$ cat src/rtl/serial_full_subtractor.sv
// rtl/serial_full_subtractor.sv - bit-serial a - b - bin, LSB first, start/busy/done handshake
// Optional signed-overflow output enabled by defining SERIAL_SUB_SIGNED_OVF_EN.
module serial_full_subtractor #(
  parameter int WIDTH = 8
) (
  input  logic             clk,
  input  logic             rst_n,
  input  logic             start,
  input  logic [WIDTH-1:0] a,
  input  logic [WIDTH-1:0] b,
  input  logic             bin,
  output logic             busy,
  output logic             done,
  output logic [WIDTH-1:0] diff,
  output logic             bout
`ifdef SERIAL_SUB_SIGNED_OVF_EN
  ,
  output logic             ovf
`endif
);

  localparam int CW = $clog2(WIDTH);

  typedef enum logic [1:0] {
    S_IDLE  = 2'd0,
    S_SHIFT = 2'd1,
    S_DONE  = 2'd2
  } state_t;

  state_t           state_q, state_d;
  logic [WIDTH-1:0] a_sr_q, a_sr_d;
  logic [WIDTH-1:0] b_sr_q, b_sr_d;
  logic [WIDTH-1:0] diff_q, diff_d;
  logic [CW-1:0]    cnt_q, cnt_d;
  logic             br_q, br_d;
  logic             bout_q, bout_d;
  logic             ai, bi, d, br_next, last;
`ifdef SERIAL_SUB_SIGNED_OVF_EN
  logic             ovf_q, ovf_d;
`endif

  // Single full-subtractor cell; on the last cycle ai/bi are the operand MSBs.
  always_comb begin
    ai      = a_sr_q[0];
    bi      = b_sr_q[0];
    d       = ai ^ bi ^ br_q;
    br_next = (~ai & bi) | (~(ai ^ bi) & br_q);
    last    = (cnt_q == CW'(WIDTH - 1));
  end

  always_ff @(posedge clk) begin
    if (!rst_n) begin
      state_q <= S_IDLE;
      a_sr_q  <= '0;
      b_sr_q  <= '0;
      diff_q  <= '0;
      cnt_q   <= '0;
      br_q    <= 1'b0;
      bout_q  <= 1'b0;
`ifdef SERIAL_SUB_SIGNED_OVF_EN
      ovf_q   <= 1'b0;
`endif
    end else begin
      state_q <= state_d;
      a_sr_q  <= a_sr_d;
      b_sr_q  <= b_sr_d;
      diff_q  <= diff_d;
      cnt_q   <= cnt_d;
      br_q    <= br_d;
      bout_q  <= bout_d;
`ifdef SERIAL_SUB_SIGNED_OVF_EN
      ovf_q   <= ovf_d;
`endif
    end
  end

  always_comb begin
    state_d = state_q;
    case (state_q)
      S_IDLE:  if (start) state_d = S_SHIFT;
      S_SHIFT: if (last) state_d = S_DONE;
      S_DONE:  state_d = S_IDLE;
      default: state_d = S_IDLE;
    endcase
  end

  always_comb begin
    a_sr_d = a_sr_q;
    b_sr_d = b_sr_q;
    diff_d = diff_q;
    cnt_d  = cnt_q;
    br_d   = br_q;
    bout_d = bout_q;
`ifdef SERIAL_SUB_SIGNED_OVF_EN
    ovf_d  = ovf_q;
`endif
    case (state_q)
      S_IDLE: begin
        if (start) begin
          a_sr_d = a;
          b_sr_d = b;
          br_d   = bin;
          cnt_d  = '0;
        end
      end
      S_SHIFT: begin
        diff_d = {d, diff_q[WIDTH-1:1]};
        a_sr_d = a_sr_q >> 1;
        b_sr_d = b_sr_q >> 1;
        br_d   = br_next;
        cnt_d  = cnt_q + CW'(1);
        if (last) begin
          bout_d = br_next;
`ifdef SERIAL_SUB_SIGNED_OVF_EN
          ovf_d  = (ai ^ bi) & (ai ^ d);
`endif
        end
      end
      default: ;
    endcase
  end

  always_comb begin
    busy = (state_q == S_SHIFT) || (state_q == S_DONE);
    done = (state_q == S_DONE);
    diff = diff_q;
    bout = bout_q;
`ifdef SERIAL_SUB_SIGNED_OVF_EN
    ovf  = ovf_q;
`endif
  end

endmodule
$ cat config.mk
export PLATFORM = sky130hd
export DESIGN_NAME = serial_full_subtractor
export DESIGN_NICKNAME = d
export VERILOG_FILES = /design/src/rtl/serial_full_subtractor.sv
export SDC_FILE = /design/constraint.sdc
export NUM_CORES = 1
export LEC_CHECK = 0
export ABC_AREA = 1
export CAP_MARGIN = 20
export CORE_ASPECT_RATIO = 1.75
export CORE_MARGIN = 2
export CORE_UTILIZATION = 54
export CTS_CLUSTER_SIZE = 12
export DETAILED_ROUTE_END_ITERATION = 8
export GPL_ROUTABILITY_DRIVEN = 0
export GPL_TIMING_DRIVEN = 0
export PLACE_DENSITY_LB_ADDON = 0.08
export SLEW_MARGIN = 15
export SYNTH_ARGS = -nofsm -noshare
export SYNTH_HDL_FRONTEND = slang
export SYNTH_SLANG_ARGS = --single-unit
$ cat constraint.sdc
create_clock -name clk -period 2.7 [get_ports clk]
set_clock_uncertainty 0.1 [all_clocks]
set_input_delay 0.405 -clock clk [delete_from_list [all_inputs] [get_ports clk]]
set_output_delay 0.405 -clock clk [all_outputs]
set_load 0.02 [all_outputs]
==> impl_metrics.yaml <==
synth:
  yosys.area.top_type_share: 0.408
  synth_cells: 224
  yosys.area.top_type: "sky130_fd_sc_hd__dfxtp_1"
  post_synth.cell_area_avg_um2: 6.79
  ys_top_cells_by_area: "sky130_fd_sc_hd__dfxtp_1 41%, sky130_fd_sc_hd__nand2_1 15%, sky130_fd_sc_hd__nor2_1 13%"
  synth_commonest_cells: "61 x sky130_fd_sc_hd__nand2_1, 54 x sky130_fd_sc_hd__nor2_1, 31 x sky130_fd_sc_hd__dfxtp_1"
  mappedNetlistNets: 250
  yosys_warnings: 0
  synth.lib_cells_used.distinct: 17
  post-synth-top-count-cell: "sky130_fd_sc_hd__nand2_1"
  asyncSetResetFlopFracSynth: 0
  ys_ff_latch: 31
  netlist_area_mm2: 0.00152
  ys_seq_area_frac: 0.408
  dominant_register_cell_in_the_synthesized_netlist: "sky130_fd_sc_hd__dfxtp_1"
  synth-edff-count: 0
worst_hold_path:
  worst_hold_path.num_cells: 3
  timing.hold.worst.start: "rst_n"
  timing.hold.worst_endpoint: "state_q[0]$_SDFFE_PN0P_"
  min_path_type: "in2reg"
die:
  rows: 25
  core_region_area_mm2: 0.00269
  die-area_mm2: 0.00327
  starting_density_of_the_core: 0.565
  die_w_um: 44.1
  design.portCount: 31
  die_h_um: 74.2
timing:
  finalSetupViolations: 0
  final_period_minus_worst_setup_slack_ps: 2090
  final_max_slew_viol_count: 0
  fmax_mhz: 478
  finalCritPeriodShare: 0.774
  setup-tns-final_ps: 0
  final.setup.worst_slack_ps: 609
  timing.final.hold_violations: 0
  tightestPinTransition_ps: 428
  worst_slew_margin_rel: 0.715
  final.hold.worst_slack_ps: 337
  setup_repair_after_global_routing_missed_its_margin: "no"
finish:
  diodes: 0
  layout-drive-gt1-share: 0.0846
  final_design_instance_area_without_fill_mm2: 0.00193
  final.fill_count: 217
  area.growth.synth_to_final_pct: 27.1
  final_nets: 286
  final_core_util: 0.718
critical_path:
  number_of_cells_on_the_worst_reg_to_reg_path: 7
  arrival_worst_endpoint_ps: 1590
  endpoint_kind: "output pin"
  critical_path.cell_chain: "inv_1, ha_1, clkdlybuf4s50_1"
  crit_type: "reg2out"
  crit_required_ps: 2190
  cpPeakStageDelay_ps: 600
  crit_path_start_kind: "register"
  critical_path.reg2reg.startpoint: "state_q[1]$_SDFFE_PN0P_"
  crit_path_max_fanout: 3
  reg_to_reg_slack_setup_ps: 1000
  critical_path.slowest_cell: "sky130_fd_sc_hd__clkdlybuf4s50_1"
  timing.rr.end: "a_sr_q[0]$_SDFFE_PN0P_"
place:
  placed_cell_area_mm2: 0.00184
  post-place-ws_ps: 900
  detailedPlacementHpwl_um: 2380
  port_buffers: 29
detailed_routing:
  top_layer: "met4"
  met2_wl_um: 1750
  routedWlPerCell_um: 11.3
  routed-wl-met3_um: 163
  drt_iter0_markers: 25
  num_vias: 1397
  final_antenna_net_count: 0
  route.detailed.vias_per_inst: 4.87
  detail_route.wirelength.met1_um: 1260
  wire_length_after_detailed_routing_um: 3240
  drc: 0
  firstDrtPassIters: 4
clock_network:
  cts_htree_levels: 2
  cts_setup_buffers: 0
  cts_hold_buffers: 0
  cts_buffers: 5
  cts-root-to-sink-buffers: 2
  tritoncts_num_sinks: 31
  cts_tree: "done"
  clk_pin_slew_ps: 60
  clk_latency_ps: 290
  cts-root-buf: "sky130_fd_sc_hd__clkbuf_8"
  post_cts_sizing_count: 0
power_and_ir_drop:
  power_density_mw_per_mm2: 722
  leakage_uw: 0.000935
  vdd_drop_max_mv: 0.538
global_routing:
  grt_start_max_net_pins: 11
  antenna_found_initial: 0
  grt_util_all_layers: 0.230
  grt_pass1_vias: 1314
  grt_first_pass_wirelength_um: 5520
  grt_overflow: 0
run:
  cap_violations: 0
outcome:
  run_status: "finished, final reports clean"
==> stage by stage <==
step | total power [µW] | std cells
6_report | 1390 | 287
5_1_grt | 1490 | 287
4_1_cts | 1410 | 287
3_5_place_dp | 1040 | 280
3_3_place_gp | 1030 | 280
2_1_floorplan | 896 | 224
==> report_power, final <==
| group | total (µW) | leakage, µW | internal (µW) | switching [µW] |
|---|---|---|---|---|
| Sequential | 560 | 0.000256 | 530 | 29.9 |
| Clock | 369 | 0.0000470 | 200 | 169 |
| Combinational | 466 | 0.000632 | 195 | 270 |
| Total | 1390 | 0.000935 | 925 | 469 |
==> worst max-delay path: cells and delay by family, from the launching register on <==
family | cells | cell delay [ps]
buffers and inverters | 2 | 680
DFF | 1 | 340
adders and majority gates | 1 | 280
==> worst max path at each step <==
stage	start	to
after detailed placement	start	a_sr_q[3]$_SDFFE_PN0P_
after floorplan	state_q[1]$_SDFFE_PN0P_	a_sr_q[0]$_SDFFE_PN0P_
after CTS	state_q[0]$_SDFFE_PN0P_	busy
after global placement	start	b_sr_q[6]$_SDFFE_PN0P_
after global routing	state_q[1]$_SDFFE_PN0P_	busy
final	state_q[0]$_SDFFE_PN0P_	busy
==> state kept, by name, summed over array words and instances (netlist names) <==
| signal | cells |
|---|---|
| cnt_q | 3 |
| br_q | 1 |
| bout | 1 |
| state_q | 2 |
| b_sr_q | 8 |
| diff | 8 |
| a_sr_q | 8 |
==> cells by family after synthesis <==
kind of cell	Yosys count	share of synthesized area
buffers and inverters	38	0.124
and+or+nand+nor	120	0.305
adders and majority gates	6	0.0543
DFF	31	0.408
AOI/OAI and AO/OA	29	0.108
==> final cells by class <==
| cell class | instances | area, µm² | area share |
|---|---|---|---|
| repair buffers | 29 | 290 | 0.150 |
| plain buffers | 11 | 87.6 | 0.0453 |
| clock inverters | 1 | 5.00 | 0.00259 |
| clock buffers | 6 | 82.6 | 0.0427 |
| flip-flops and latches | 31 | 621 | 0.321 |
| multi-input cells | 155 | 711 | 0.368 |
| inverters | 27 | 101 | 0.0525 |
| well taps | 27 | 33.8 | 0.0175 |
==> cell usage in the layout, fill, tap and decap left out <==
master	synthesis	routed
sky130_fd_sc_hd__clkbuf_8	0	6
sky130_fd_sc_hd__clkinv_2	0	1
sky130_fd_sc_hd__o21ai_1	6	6
sky130_fd_sc_hd__o21ai_0	13	13
sky130_fd_sc_hd__nand2_1	61	61
sky130_fd_sc_hd__a21oi_1	5	5
sky130_fd_sc_hd__o21ai_2	5	5
sky130_fd_sc_hd__fa_1	1	1
sky130_fd_sc_hd__buf_6	6	6
sky130_fd_sc_hd__inv_2	1	1
sky130_fd_sc_hd__clkbuf_1	4	4
sky130_fd_sc_hd__nand3_1	3	3
sky130_fd_sc_hd__buf_2	1	1
sky130_fd_sc_hd__nand2_2	1	1
sky130_fd_sc_hd__nand2_4	1	1
sky130_fd_sc_hd__dfxtp_1	31	31
sky130_fd_sc_hd__inv_1	26	26
sky130_fd_sc_hd__ha_1	5	5
sky130_fd_sc_hd__clkdlybuf4s50_1	0	29
sky130_fd_sc_hd__nor2_1	54	54
==> layer usage <==
metal  global-route usage  vias to the layer above
met3               0.0583                        6
met1                0.227                      615
met4                0.111                        0
met5                    0                        -
li1                     -                      741
met2                0.430                       35
Power figures use the tool's default switching activity.
